File: src/rtl/ram_bus_master.sv
// Burst initiator for the 8-bit RAM port: valid/ready requests become single-cycle RAM strobes
// with auto-incrementing, wrapping addresses. Optional write-verify readback under WRITE_VERIFY_EN.
module ram_bus_master #(
  parameter int ADDR_W = 8,
  parameter int DATA_W = 8,
  parameter int LEN_W  = 4
) (
  input  logic              clk,
  input  logic              rst,
  input  logic              req_valid,
  output logic              req_ready,
  input  logic              req_we,
  input  logic [ADDR_W-1:0] req_addr,
  input  logic [LEN_W-1:0]  req_len,
  input  logic              wdata_valid,
  output logic              wdata_ready,
  input  logic [DATA_W-1:0] wdata,
  output logic              rdata_valid,
  input  logic              rdata_ready,
  output logic [DATA_W-1:0] rdata,
  output logic              rdata_last,
  output logic              done,
  output logic              err,
  input  logic              err_clr,
  output logic              ram_ce,
  output logic              ram_we,
  output logic [ADDR_W-1:0] ram_addr,
  output logic [DATA_W-1:0] ram_din,
  input  logic [DATA_W-1:0] ram_dout
);

  typedef enum logic [2:0] {
    IDLE,
    RD_ISSUE,
    RD_CAP,
    RD_HOLD,
    WR_WAIT,
    WR_ISSUE
`ifdef WRITE_VERIFY_EN
    ,
    VF_ISSUE,
    VF_CHECK
`endif
  } state_t;

  state_t            state;
  state_t            next_state;
  logic [ADDR_W-1:0] cur_addr;
  logic [LEN_W-1:0]  len_q;
  logic [LEN_W-1:0]  beat_cnt;
  logic              last;
  logic              accept;
  logic              beat_done;
  logic              strobe_next;

  assign last     = (beat_cnt == len_q);
  assign accept   = (state == IDLE) && req_valid && req_ready;
  assign ram_addr = cur_addr;

  // beat_done marks the cycle in which a beat retires and the address may advance
  always_comb begin
    next_state = state;
    beat_done  = 1'b0;
    case (state)
      IDLE: begin
        if (accept) next_state = req_we ? WR_WAIT : RD_ISSUE;
      end
      RD_ISSUE: next_state = RD_CAP;
      RD_CAP:   next_state = RD_HOLD;
      RD_HOLD: begin
        if (rdata_ready) begin
          beat_done  = 1'b1;
          next_state = last ? IDLE : RD_ISSUE;
        end
      end
      WR_WAIT: begin
        if (wdata_valid) next_state = WR_ISSUE;
      end
`ifdef WRITE_VERIFY_EN
      WR_ISSUE: next_state = VF_ISSUE;
      VF_ISSUE: next_state = VF_CHECK;
      VF_CHECK: begin
        beat_done  = 1'b1;
        next_state = last ? IDLE : WR_WAIT;
      end
`else
      WR_ISSUE: begin
        beat_done  = 1'b1;
        next_state = last ? IDLE : WR_WAIT;
      end
`endif
      default: next_state = IDLE;
    endcase
  end

  always_comb begin
    strobe_next = 1'b0;
    case (next_state)
      RD_ISSUE: strobe_next = 1'b1;
      WR_ISSUE: strobe_next = 1'b1;
`ifdef WRITE_VERIFY_EN
      VF_ISSUE: strobe_next = 1'b1;
`endif
      default:  strobe_next = 1'b0;
    endcase
  end

  // Handshake and strobe outputs are registered from next_state so they line up with the state
  always_ff @(posedge clk or posedge rst) begin
    if (rst) begin
      state       <= IDLE;
      req_ready   <= 1'b0;
      wdata_ready <= 1'b0;
      rdata_valid <= 1'b0;
      rdata       <= '0;
      rdata_last  <= 1'b0;
      done        <= 1'b0;
      ram_ce      <= 1'b0;
      ram_we      <= 1'b0;
      ram_din     <= '0;
      cur_addr    <= '0;
      len_q       <= '0;
      beat_cnt    <= '0;
    end else begin
      state       <= next_state;
      req_ready   <= (next_state == IDLE);
      wdata_ready <= (next_state == WR_WAIT);
      rdata_valid <= (next_state == RD_HOLD);
      ram_ce      <= strobe_next;
      ram_we      <= (next_state == WR_ISSUE);
      done        <= (next_state == IDLE) && (state != IDLE);

      if (accept) begin
        cur_addr <= req_addr;
        len_q    <= req_len;
        beat_cnt <= '0;
      end else if (beat_done && !last) begin
        cur_addr <= cur_addr + ADDR_W'(1);
        beat_cnt <= beat_cnt + LEN_W'(1);
      end

      if (state == RD_CAP) begin
        rdata      <= ram_dout;
        rdata_last <= last;
      end else if (state == RD_HOLD && rdata_ready) begin
        rdata_last <= 1'b0;
      end

      if (state == WR_WAIT && wdata_valid) ram_din <= wdata;
    end
  end

`ifdef WRITE_VERIFY_EN
  // Clear takes priority so software never loses a clear to a concurrent mismatch
  always_ff @(posedge clk or posedge rst) begin
    if (rst) begin
      err <= 1'b0;
    end else if (err_clr) begin
      err <= 1'b0;
    end else if (state == VF_CHECK && ram_dout != ram_din) begin
      err <= 1'b1;
    end
  end
`else
  logic unused_err_clr;
  assign unused_err_clr = err_clr;
  assign err            = 1'b0;
`endif

endmodule

File: config.mk
export PLATFORM = sky130hd
export DESIGN_NAME = ram_bus_master
export DESIGN_NICKNAME = d
export VERILOG_FILES = /design/src/rtl/ram_bus_master.sv
export SDC_FILE = /design/constraint.sdc
export NUM_CORES = 1
export LEC_CHECK = 0
export CORE_ASPECT_RATIO = 0.8
export CORE_UTILIZATION = 30
export DETAILED_ROUTE_END_ITERATION = 8
export GPL_ROUTABILITY_DRIVEN = 0
export PLACE_DENSITY = 0.55
export SKIP_LAST_GASP = 1
export SLEW_MARGIN = 15
export SYNTH_ARGS = -nofsm -noshare
export SYNTH_HDL_FRONTEND = slang
export SYNTH_SLANG_ARGS = --single-unit
File: constraint.sdc
create_clock -name clk -period 5.2 [get_ports clk]
set_input_delay 0.52 -clock clk [delete_from_list [all_inputs] [get_ports clk]]
set_output_delay 0.52 -clock clk [all_outputs]
set_load 0.005 [all_outputs]
==> impl_metrics.env <==
export IMPL_antenna_found_initial=0
export IMPL_yosysTopAreaCell="dfrtp_1"
export IMPL_crit_path_cell_trace="nand2b_1 > o21ai_4 > and3_1 > nand4_1 > mux2i_1"
export IMPL_drt_initial_drc_count=40
export IMPL_firstDrtPassIters=4
export IMPL_syn_inst=180
export IMPL_multi_input_area_um2=822
export IMPL_post_cts_setup_buffer_count=0
export IMPL_vias=1494
export IMPL_tightest_slew_ns=0.886
export IMPL_synth_flop_cell="dfrtp_1"
export IMPL_drc=0
export IMPL_finalNetCount=277
export IMPL_synth_top_family_by_area="simple AND/OR/NAND/NOR gates"
export IMPL_synth_commonest_cells="dfrtp_1, nand2_1, mux2_2"
export IMPL_synth_avg_cell_area_um2=11.0
export IMPL_r2r_slack_ns=3.06
export IMPL_clock_sinks=42
export IMPL_rsz0062_at_grt="no"
export IMPL_cp_slowest_stage_delay_ns=0.50
export IMPL_synth_area_leaders="dfrtp_1, mux2_2, nand2_1"
export IMPL_synth_area_mm2=0.00197
export IMPL_layout_drive_gt1_share_pct=12.1
export IMPL_endpoint_kind="flop"
export IMPL_port_buffers=64
export IMPL_cts_buffers=5
export IMPL_die_height_um=74.5
export IMPL_worst_r2r_endpoint="beat_cnt[3]$_DFFE_PP0P_"
export IMPL_root_buffer="clkbuf_8"
export IMPL_antenna_cells=0
export IMPL_r2r_start="state[2]$_DFF_PP0_"
export IMPL_die_area_mm2=0.00691
export IMPL_synthSimpleGateAreaFrac_pct=16.0
export IMPL_grtUsageTotal_pct=14.1
export IMPL_postCtsHoldBufs=0
export IMPL_placementRows=26
export IMPL_async_reset_ff_share_pct=100
export IMPL_start_util_pct=30.9
export IMPL_synth_xor_xnor_area_share_pct=4.44
export IMPL_hold_class="flop to flop"
export IMPL_whs_path_depth=2
export IMPL_synth_adder_area_share_pct=1.27
export IMPL_ir_drop_uv=187
export IMPL_vias_per_cell=4.63
export IMPL_clock_path_buffers=2
export IMPL_post_cts_resized=0
export IMPL_synth_edf_count=0
export IMPL_cp_start_kind="flop"
export IMPL_grt_pass1_vias=1488
export IMPL_required_ns=5.38
export IMPL_clk_pin_slew_ns=0.08
export IMPL_hold_viol=0
export IMPL_area_delta_synth_final_pct=38.0
export IMPL_powerDensity_mw_per_mm2=483
export IMPL_dp_hpwl_mm=3.06
export IMPL_maxSlewHeadroom_pct=40.8
export IMPL_num_fill_cells=667
export IMPL_seq_area_frac_synth_pct=53.3
export IMPL_hold_path_end="len_q[3]$_DFFE_PP0N_"
export IMPL_cp_data_arrival_time_ns=2.31
export IMPL_ys_warnings_count=0
export IMPL_status="finished, final reports clean"
export IMPL_synth_mux_area_share_pct=11.2
export IMPL_cts_tree="done"
export IMPL_fmax_ghz=0.468
export IMPL_finClkSkew_ns=0.00721
export IMPL_fin_crit_ns=2.14
export IMPL_grt_pass1_wl_mm=7.31
export IMPL_maxCapViolCount=0
export IMPL_clock_latency_ns=0.30
export IMPL_path_max_fanout=11
export IMPL_r2r_cells=5
export IMPL_slowest_stage="dfrtp_1"
export IMPL_ios=67
export IMPL_grt_overflow=0
export IMPL_fp_dieW_um=92.7
export IMPL_period_share_pct=41.1
export IMPL_ant_nets=0
export IMPL_drt_total_wl_mm=4.47
export IMPL_htree_num_levels=2
export IMPL_post_synth_top_count_cell="dfrtp_1"
export IMPL_power_leakage_nw=1.16
export IMPL_synth_top_area_share_pct=53.3
export IMPL_slew_viol_final=0
export IMPL_synth_compound_area_share_pct=8.62
export IMPL_tns_ns=0
export IMPL_path_class="flop to flop"
export IMPL_core_area_mm2=0.00638
export IMPL_sequential_cell_area_mm2=0.00105
export IMPL_total_power_mw=1.32
export IMPL_grt_max_degree=43
export IMPL_wl_per_cell_um=13.8
export IMPL_synth_fp_nets=217
export IMPL_hp_start="len_q[3]$_DFFE_PP0N_"
export IMPL_ys_ff_latch=42
export IMPL_setup_viol=0
export IMPL_synth_cell_types=39
power by group:
group | internal [mW] | leakage [nW] | switching [mW]
combinational | 0.318 | 0.582 | 0.225
sequential | 0.446 | 0.537 | 0.115
clock | 0.103 | 0.0431 | 0.109
metrics by stage:
| stage | instances | area (µm²) | utilization, % | hold slack [ns] | worst slack (ns) |
|---|---|---|---|---|---|
| 2_1_floorplan | 180 | 1970 | - | 0.466 | 3.57 |
| 3_3_place_gp | 317 | 2640 | 41.4 | 0.482 | 2.79 |
| 3_5_place_dp | 317 | 2640 | 41.4 | 0.495 | 2.79 |
| 4_1_cts | 323 | 2720 | 42.7 | 0.510 | 3.06 |
| 5_1_grt | 323 | 2720 | 42.7 | 0.522 | 2.92 |
| 6_report | 323 | 2720 | 42.7 | 0.505 | 3.06 |
placed cells by master (no fill, tap or decap), types with 2 or more instances in the layout:
cell	n
and3_1	3
mux2_2	16
nand4_1	3
nor2_1	15
clkbuf_8	6
nand2_1	25
clkdlybuf4s50_1	64
inv_1	3
a31oi_1	2
xnor2_1	6
nand3_1	3
mux2i_1	4
dfrtp_1	42
xor2_1	4
o21ai_0	5
nand2b_1	2
nor3_1	7
a21oi_1	7
ha_1	2
sequential cells by signal, indices dropped and copies added (netlist names), 3 cells and up:
signal	cells
beat_cnt	4
len_q	4
ram_addr	8
ram_din	8
rdata	8
state	3
worst max path at each step:
stage                                   from                 endpoint  cells after the start
after floorplan           state[1]$_DFF_PP0_           done$_DFF_PP0_                      6
after global placement           rdata_ready  beat_cnt[3]$_DFFE_PP0P_                      6
after detailed placement         rdata_ready  ram_addr[5]$_DFFE_PP0P_                      6
after CTS                 state[2]$_DFF_PP0_  ram_addr[5]$_DFFE_PP0P_                      5
after global routing      state[2]$_DFF_PP0_  ram_addr[5]$_DFFE_PP0P_                      5
final                     state[2]$_DFF_PP0_  beat_cnt[3]$_DFFE_PP0P_                      5
routing by layer:
metal  track usage [%]  share of wire, %
met3              4.91               7.9
met5                 0                 0
met2              20.7                43
met1              18.9                47
met4              6.67               2.0
area by class of cell:
class | count | share of cell area, %
multi-input cells | 122 | 30.2
clock buffers | 6 | 3.03
repair buffers | 65 | 23.8
inverters | 4 | 0.551
flip-flops and latches | 42 | 38.6
well taps | 84 | 3.86
critical path, delay by kind of cell, from the launching register on:
kind | cells | cell delay [ns]
and+or+nand+nor | 3 | 1.07
DFF | 1 | 0.50
AOI/OAI and AO/OA | 1 | 0.29
muxes | 1 | 0.15
cell families (layout without fill, tap and decap cells):
group,count (synthesis),in the layout
flip-flops,42,42
XOR/XNOR,10,10
AO/OA/AOI/OAI,23,23
AND/OR/NAND/NOR,66,66
other,1,1
buffers and inverters,16,75
adder cells (fa/ha/maj),2,2
multiplexers,20,20
No activity file was read; power rests on OpenSTA's default activity.
